<file path="src/rtl/latch_stim_gen_pkg.sv">
// rtl/latch_stim_gen_pkg.sv - shared FSM encodings and default timing constants for latch_stim_gen
package latch_stim_gen_pkg;

    typedef enum logic [1:0] {
        ST_IDLE  = 2'd0,
        ST_PULSE = 2'd1,
        ST_HOLD  = 2'd2
    } state_t;

    // 100 MHz board clock: 20 ms debounce, 0.5 s enable pulse
    localparam int DEF_DEBOUNCE_CYCLES = 2_000_000;
    localparam int DEF_PULSE_CYCLES    = 50_000_000;
    localparam int DEF_CNT_W           = 26;

endpackage

</file>
<file path="src/rtl/latch_stim_gen_debounce_cell.sv">
// rtl/latch_stim_gen_debounce_cell.sv - 2-FF synchroniser plus stable-count debouncer for one raw input
//
// Ports:
//   clk  in   board clock
//   rst  in   synchronous, active-high reset
//   raw  in   asynchronous, bouncy input
//   db   out  debounced level; changes only after DEBOUNCE_CYCLES
//             consecutive cycles of the synchronised input disagreeing with it
module debounce_cell
    import latch_stim_gen_pkg::*;
#(
    parameter int DEBOUNCE_CYCLES = DEF_DEBOUNCE_CYCLES,
    parameter int CNT_W           = DEF_CNT_W
) (
    input  logic clk,
    input  logic rst,
    input  logic raw,
    output logic db
);

    localparam logic [CNT_W-1:0] CNT_LAST = CNT_W'(DEBOUNCE_CYCLES - 1);

    logic             sync_1;
    logic             sync_2;
    logic [CNT_W-1:0] cnt;

    // Any cycle of agreement restarts the count, so the counter can never
    // climb past CNT_LAST: it is cleared the moment it reaches it.
    always_ff @(posedge clk) begin
        if (rst) begin
            sync_1 <= 1'b0;
            sync_2 <= 1'b0;
            db     <= 1'b0;
            cnt    <= '0;
        end else begin
            sync_1 <= raw;
            sync_2 <= sync_1;
            if (sync_2 == db) begin
                cnt <= '0;
            end else if (cnt == CNT_LAST) begin
                db  <= sync_2;
                cnt <= '0;
            end else begin
                cnt <= cnt + CNT_W'(1);
            end
        end
    end

endmodule

</file>
<file path="src/rtl/latch_stim_gen.sv">
// rtl/latch_stim_gen.sv - debounced cp/d stimulus generator for the gated D-latch exercise
//
// Ports:
//   clk      in   100 MHz board clock
//   rst      in   synchronous, active-high reset
//   btn_raw  in   raw push button
//   sw_raw   in   raw slide switch
//   mode     in   0 = fixed-width cp pulse per press, 1 = cp follows button level
//   cp_out   out  latch enable (registered)
//   d_out    out  debounced switch level (registered)
//   btn_db   out  debounced button level (registered)
//   busy     out  high while a pulse is running or awaiting button release
module latch_stim_gen
    import latch_stim_gen_pkg::*;
#(
    parameter int DEBOUNCE_CYCLES = DEF_DEBOUNCE_CYCLES,
    parameter int PULSE_CYCLES    = DEF_PULSE_CYCLES,
    parameter int CNT_W           = DEF_CNT_W
) (
    input  logic clk,
    input  logic rst,
    input  logic btn_raw,
    input  logic sw_raw,
    input  logic mode,
    output logic cp_out,
    output logic d_out,
    output logic btn_db,
    output logic busy
);

    localparam logic [CNT_W-1:0] PCNT_LAST = CNT_W'(PULSE_CYCLES - 1);

    state_t           state;
    state_t           state_next;
    logic             cp_next;
    logic [CNT_W-1:0] pcnt;
    logic [CNT_W-1:0] pcnt_next;
    logic             btn_db_q;
    logic             rise;

    debounce_cell #(
        .DEBOUNCE_CYCLES(DEBOUNCE_CYCLES),
        .CNT_W          (CNT_W)
    ) u_btn_db (
        .clk(clk),
        .rst(rst),
        .raw(btn_raw),
        .db (btn_db)
    );

    // d_out is never gated by cp_out so latch transparency stays visible
    debounce_cell #(
        .DEBOUNCE_CYCLES(DEBOUNCE_CYCLES),
        .CNT_W          (CNT_W)
    ) u_sw_db (
        .clk(clk),
        .rst(rst),
        .raw(sw_raw),
        .db (d_out)
    );

    assign rise = btn_db & ~btn_db_q;

    always_comb begin
        state_next = state;
        cp_next    = cp_out;
        pcnt_next  = pcnt;
        case (state)
            ST_IDLE: begin
                pcnt_next = '0;
                if (mode) begin
                    cp_next = btn_db;
                end else if (rise) begin
                    state_next = ST_PULSE;
                    cp_next    = 1'b1;
                end else begin
                    // also covers a 1->0 mode change with the button held:
                    // no pulse until a fresh rise
                    cp_next = 1'b0;
                end
            end
            ST_PULSE: begin
                // button activity is ignored; the pulse always runs full width
                cp_next = 1'b1;
                if (pcnt == PCNT_LAST) begin
                    cp_next    = 1'b0;
                    state_next = ST_HOLD;
                end else begin
                    pcnt_next = pcnt + CNT_W'(1);
                end
            end
            ST_HOLD: begin
                cp_next = 1'b0;
                if (!btn_db) begin
                    state_next = ST_IDLE;
                end
            end
            default: begin
                state_next = ST_IDLE;
                cp_next    = 1'b0;
                pcnt_next  = '0;
            end
        endcase
    end

    always_ff @(posedge clk) begin
        if (rst) begin
            state    <= ST_IDLE;
            cp_out   <= 1'b0;
            busy     <= 1'b0;
            pcnt     <= '0;
            btn_db_q <= 1'b0;
        end else begin
            state    <= state_next;
            cp_out   <= cp_next;
            busy     <= (state_next != ST_IDLE);
            pcnt     <= pcnt_next;
            btn_db_q <= btn_db;
        end
    end

endmodule

</file>
<file path="config.mk">
export PLATFORM = sky130hd
export DESIGN_NAME = latch_stim_gen
export DESIGN_NICKNAME = d
export VERILOG_FILES = /design/src/rtl/latch_stim_gen_pkg.sv /design/src/rtl/latch_stim_gen_debounce_cell.sv /design/src/rtl/latch_stim_gen.sv
export SDC_FILE = /design/constraint.sdc
export NUM_CORES = 1
export LEC_CHECK = 0
export CORE_MARGIN = 3
export CORE_UTILIZATION = 30
export CTS_CLUSTER_DIAMETER = 100
export DETAILED_ROUTE_END_ITERATION = 16
export SKIP_LAST_GASP = 1
export SLEW_MARGIN = 30
export SYNTH_ARGS = -nofsm -noshare
export SYNTH_HDL_FRONTEND = slang
export SYNTH_SLANG_ARGS = --single-unit
export TNS_END_PERCENT = 100
</file>
<file path="constraint.sdc">
create_clock -name clk -period 3.3 [get_ports clk]
set_clock_uncertainty 0.2 [all_clocks]
set_input_delay 0.66 -clock clk [delete_from_list [all_inputs] [get_ports clk]]
set_output_delay 0.66 -clock clk [all_outputs]
set_load 0.1 [all_outputs]
</file>
==> flow_metrics.env, run 1 <==
export IMPL_cts_root_buf="clkbuf_16"
export IMPL_hpwl_um=5880
export IMPL_nets=480
export IMPL_vias_per_cell=5.07
export IMPL_drive_gt1_frac=0.0692
export IMPL_synth_edff_count=0
export IMPL_critical_path_required_ps=3300
export IMPL_antenna_found_initial=0
export IMPL_hold_buffers=0
export IMPL_cts_resized_gates=0
export IMPL_fin_crit_ps=2580
export IMPL_yosysSeqAreaShare=0.429
export IMPL_diodes=0
export IMPL_hp_class="register to register"
export IMPL_finalCritPeriodShare=0.780
export IMPL_cp_end_kind="register"
export IMPL_pre_cts_ws_ps=657
export IMPL_ys_types=51
export IMPL_port_buffers=8
export IMPL_wl_um=8360
export IMPL_htree_levels=3
export IMPL_post_route_util=0.346
export IMPL_cellPowerDensity_nw_per_um2=441
export IMPL_ios=9
export IMPL_fp_row_count=42
export IMPL_path_max_fanout=26
export IMPL_setup_tns_ps=0
export IMPL_ys_warn_count=0
export IMPL_tightest_slew_ps=850
export IMPL_arrival_ps=2570
export IMPL_critPathMaxStageDelay_ps=750
export IMPL_ctsLongestPathBuffers=2
export IMPL_peakVddDrop_mv=0.287
export IMPL_critPathKind="register to register"
export IMPL_run_status="finished, final reports clean"
export IMPL_drv_cap=0
export IMPL_initial_utilization=0.310
export IMPL_crit_buf_inv=0
export IMPL_grt_pass1_wl_um=14800
export IMPL_path_clk_slew_ps=70
export IMPL_clock_latency_ps=340
export IMPL_relSlewSlack=0.433
export IMPL_synth_most_common_cell="dfxtp_1"
export IMPL_cpMostUsedCell="nor4_1"
export IMPL_die_h_um=124
export IMPL_die_x_um=124
export IMPL_yosysTopAreaCellShare=0.429
export IMPL_cts_sinks=89
export IMPL_hold_viol_final=0
export IMPL_drc=0
export IMPL_ys_flop_type="dfxtp_1"
export IMPL_place_congestion=0.803
export IMPL_cp_top_family="simple AND/OR/NAND/NOR gates"
export IMPL_synth_area_um2=4160
export IMPL_syn_to_final_growth_pct=11.7
export IMPL_yosys_area_top_type="dfxtp_1"
export IMPL_grt_usage=0.121
export IMPL_via_count=3312
export IMPL_rsz0062_at_grt="no"
export IMPL_p_leak_nw=1.57
export IMPL_cts_buffers=9
export IMPL_grt_pass1_vias=3213
export IMPL_timing_final_ws_setup_ps=725
export IMPL_syn_nets=473
export IMPL_antenna_left=0
export IMPL_die_area_um2=15300
export IMPL_postSynthCellCount=465
export IMPL_synthTopCellsByCount="dfxtp_1, nor2_1, nand3_1, xor2_1, nand2_1"
export IMPL_design_core_area_um2=13400
export IMPL_cpMaxStageDelayCell="or3_1"
export IMPL_post_cts_buffers=0
export IMPL_ys_async_sr_fraction=0
export IMPL_fmax_mhz=388
export IMPL_gr_total_overflow=0
export IMPL_drt_initial_drc_count=210
export IMPL_cts_tree="done"
export IMPL_netlist_top_cells_area="dfxtp_1, xor2_1, nor2_1"
export IMPL_grt_max_degree=27
export IMPL_setup_viol=0
export IMPL_path_cells="nor4_1, nand4_1, nor4_1, or3_1, nor2_1"
export IMPL_dr_pass1_iters=5
export IMPL_ys_ff_latch=89
export IMPL_final_max_slew_viol_count=0
export IMPL_avgSynthCellArea_um2=8.94
export IMPL_wl_per_cell_um=12.8
export IMPL_cp_start_kind="register"
## cell type report
type | count | area [um^2]
Multi-Input combinational cell | 354 | 2240
Tap cell | 176 | 220
Clock inverter | 6 | 50.0
Fill cell | 1406 | 8760
Sequential cell | 89 | 1780
Timing Repair Buffer | 11 | 92.6
Inverter | 7 | 26.3
Clock buffer | 10 | 229
## flip-flops by register name (all words and copies together), names as in the netlist
register	flops
u_sw_db.db	1
pcnt	26
u_sw_db.sync_2	1
cp_out	1
state	2
u_btn_db.cnt	26
u_btn_db.sync_2	1
u_sw_db.cnt	26
u_btn_db.sync_1	1
busy	1
btn_db_q	1
u_sw_db.sync_1	1
u_btn_db.db	1
## where the power goes
| part | total, W | internal (W) | leakage, nW | switching (W) |
|---|---|---|---|---|
| registers | 0.00108 | 0.00108 | 0.717 | 0.00000161 |
| clock network | 0.000952 | 0.000518 | 0.130 | 0.000434 |
| logic | 0.0000181 | 0.00000769 | 0.718 | 0.0000104 |
| total | 0.00205 | 0.00160 | 1.57 | 0.000446 |
## kinds of logic after synthesis
group	count (synthesis)	synth area share
AOI/OAI and AO/OA	55	0.0939
xor gates and xnor gates	52	0.110
adders and majority gates	3	0.00903
buffers and inverters	22	0.0316
DFF	89	0.429
muxes	2	0.00482
and+or+nand+nor	242	0.322
## routing by layer
metal / GRT usage / share of wire / vias to the layer above
li1: - / - / 1679
met1: 0.148 / 0.47 / 1579
met2: 0.198 / 0.48 / 41
met3: 0.0318 / 0.032 / 13
met4: 0.0533 / 0.017 / 0
met5: 0 / 0 / -
## path summary, 6_finish.rpt
kind / from / end / slack, ps / cells after the start
worst max-delay path: u_btn_db.cnt[7] / u_btn_db.cnt[3] / 720 / 5
worst min-delay path: u_btn_db.sync_1 / u_btn_db.sync_2 / 240 / 1
worst max register to register: u_btn_db.cnt[7] / u_btn_db.cnt[3] / 720 / 5
worst min register to register: u_btn_db.sync_1 / u_btn_db.sync_2 / 240 / 1
## layout by cell type (no fill, tap or decap), drive strengths merged, types with 3 or more instances in the layout
cell type      netlist  layout
a211o                3       3
a21o                 4       4
a21oi               15      15
a221o                4       4
and2                 5       5
and3                12      12
and4                13      13
buf                 12       7
clkbuf               3      10
clkdlybuf4s50        0       4
dfxtp               89      89
ha                   3       3
inv                  7       9
nand2               29      29
nand3               37      37
nand4               19      19
nor2                68      68
nor2b                8       8
nor3                12      12
nor3b                3       3
nor4                10      10
nor4b                5       5
o211ai               3       3
o21ai               11      11
o31ai                7       7
or3                  8       8
or4                  7       7
xnor2               15      15
xor2                37      37
## stage by stage
| stage | hold slack, ps | cell area [um^2] | std cells | power (W) |
|---|---|---|---|---|
| global placement | 225 | 4360 | 637 | 0.00112 |
| finish | 244 | 4640 | 653 | 0.00205 |
| global route | 259 | 4640 | 653 | 0.00213 |
| floorplan | 214 | 4160 | 465 | 0.00111 |
| detailed placement | 238 | 4360 | 637 | 0.00112 |
| CTS | 247 | 4640 | 653 | 0.00209 |
Power figures use the tool's default switching activity.
==> run 2, diff against run 1 <==
clock period = 2.2 ns   (was 3.3 ns; I/O delays follow)
==> run 2 against run 1 <==
Global-route usage grew 0.083 points. Largest cell class unchanged. Cell count grew 3.7%. Clock-buffer cell count is the same. Die area unchanged. Clock power increased by 64%. First-iteration DRC count fell by 16%. Sequential power increased by 50%. Flip-flop and latch count did not move. Critical endpoint is now pcnt[12]. Critical path depth increased by 3. Fmax rose by 26%.
==> flow_metrics.env, run 2 (synthesis gave the netlist of run 1 again) <==
export IMPL_clock_latency_ps=340
export IMPL_fmax_mhz=490
export IMPL_dr_pass1_iters=5
export IMPL_hp_class="register to register"
export IMPL_die_h_um=124
export IMPL_run_status="finished, final reports clean"
export IMPL_hpwl_um=6040
export IMPL_relSlewSlack=0.649
export IMPL_p_leak_nw=1.74
export IMPL_largest_registers="pcnt: 26 flops, u_btn_db.cnt: 26 flops, u_sw_db.cnt: 26 flops"
export IMPL_cellPowerDensity_nw_per_um2=649
export IMPL_ctsLongestPathBuffers=2
export IMPL_drc=0
export IMPL_port_buffers=8
export IMPL_vias_per_cell=4.98
export IMPL_drv_cap=0
export IMPL_cts_resized_gates=0
export IMPL_post_route_util=0.369
export IMPL_critical_path_required_ps=2220
export IMPL_peakVddDrop_mv=0.338
export IMPL_drive_gt1_frac=0.132
export IMPL_wl_per_cell_um=12.6
export IMPL_design_area_um2=4950
export IMPL_tightest_slew_ps=522
export IMPL_diodes=0
export IMPL_final_common_cell="dfxtp_1"
export IMPL_final_cell_mix="dfxtp_1, nor2_1, nand3_1, xor2_1"
export IMPL_antenna_found_initial=0
export IMPL_post_cts_buffers=0
export IMPL_cp_start_kind="register"
export IMPL_arrival_ps=2060
export IMPL_setup_viol=0
export IMPL_regArea_um2=1790
export IMPL_cts_root_buf="clkbuf_16"
export IMPL_path_clk_slew_ps=70
export IMPL_fin_cells=677
export IMPL_fillers=1336
export IMPL_dpl_cell_count=661
export IMPL_finalCritPeriodShare=0.927
export IMPL_fin_total_pwr_w=0.00321
export IMPL_grt_usage=0.121
export IMPL_hold_buffers=0
export IMPL_final_max_slew_viol_count=0
export IMPL_die_x_um=124
export IMPL_placed_area_um2=4580
export IMPL_setup_tns_ps=0
export IMPL_multi_input_area_um2=2290
export IMPL_path_max_fanout=4
export IMPL_cts_buffers=9
export IMPL_cts_sinks=89
export IMPL_antenna_left=0
export IMPL_fin_crit_ps=2040
export IMPL_grt_pass1_vias=3280
export IMPL_initial_utilization=0.310
export IMPL_drt_initial_drc_count=176
export IMPL_grt_pass1_wl_um=15100
export IMPL_cts_tree="done"
export IMPL_wl_um=8540
export IMPL_grt_max_degree=27
export IMPL_cp_end_kind="register"
export IMPL_gr_total_overflow=0
export IMPL_place_congestion=0.828
export IMPL_htree_levels=3
export IMPL_fp_row_count=42
export IMPL_nets=504
export IMPL_via_count=3374
export IMPL_rsz0062_at_grt="no"
export IMPL_design_core_area_um2=13400
export IMPL_syn_to_final_growth_pct=19.0
export IMPL_hold_viol_final=0
export IMPL_critPathKind="register to register"
export IMPL_die_area_um2=15300
export IMPL_ios=9
## run 2: cell types whose count changed in the layout (fill, tap and decap cells not counted), moves of 2 or more
cell / previous run / this run
buf_4: 7 / 27
buf_12: 0 / 3
dfxtp_1: 89 / 86
dfxtp_2: 0 / 3
inv_6: 2 / 0
nand2_1: 29 / 27
nand2_2: 0 / 2
## run 2: area by class of cell
type / count / area share
clock buffer: 10 / 0.0463
tap: 176 / 0.0445
multi-input combinational: 354 / 0.463
clock inverter: 6 / 0.0162
inverter: 7 / 0.00531
sequential: 89 / 0.361
timing repair buffer: 35 / 0.0635
## run 2: final timing paths
kind	start	to	slack (ps)	depth (start not counted)
max	pcnt[0]	pcnt[12]	160	8
min	u_sw_db.sync_1	u_sw_db.sync_2	240	1
max reg2reg	pcnt[0]	pcnt[12]	160	8
min reg2reg	u_sw_db.sync_1	u_sw_db.sync_2	240	1
## run 2: worst max-delay path, cell delays in order (launching register included)
cell     delay [ps]
dfxtp_1         360
ha_2            210
nand3_1         110
buf_4           170
nor3_4          200
buf_4           160
nand2_1          60
and2_1          150
a221o_1         310
## run 2: layer usage
layer	vias up	routed length, um	track usage
li1	1731	-	-
met1	1588	4130	0.159
met2	48	4030	0.193
met3	7	273	0.0350
met4	0	109	0.0381
met5	-	0	0
## run 2: power by group
| part | internal, W | switching [W] | leakage, nW |
|---|---|---|---|
| sequential | 0.00161 | 0.00000234 | 0.719 |
| combinational | 0.0000164 | 0.0000168 | 0.879 |
| clock | 0.000896 | 0.000663 | 0.146 |
## run 2: metrics by stage
stage | hold WS (ps) | setup slack, ps
final | 242 | 160
after global routing | 261 | 12.3
after floorplan | 214 | 69.3
after detailed placement | 229 | 37.6
after global placement | 222 | 46.9
after CTS | 246 | 60.1
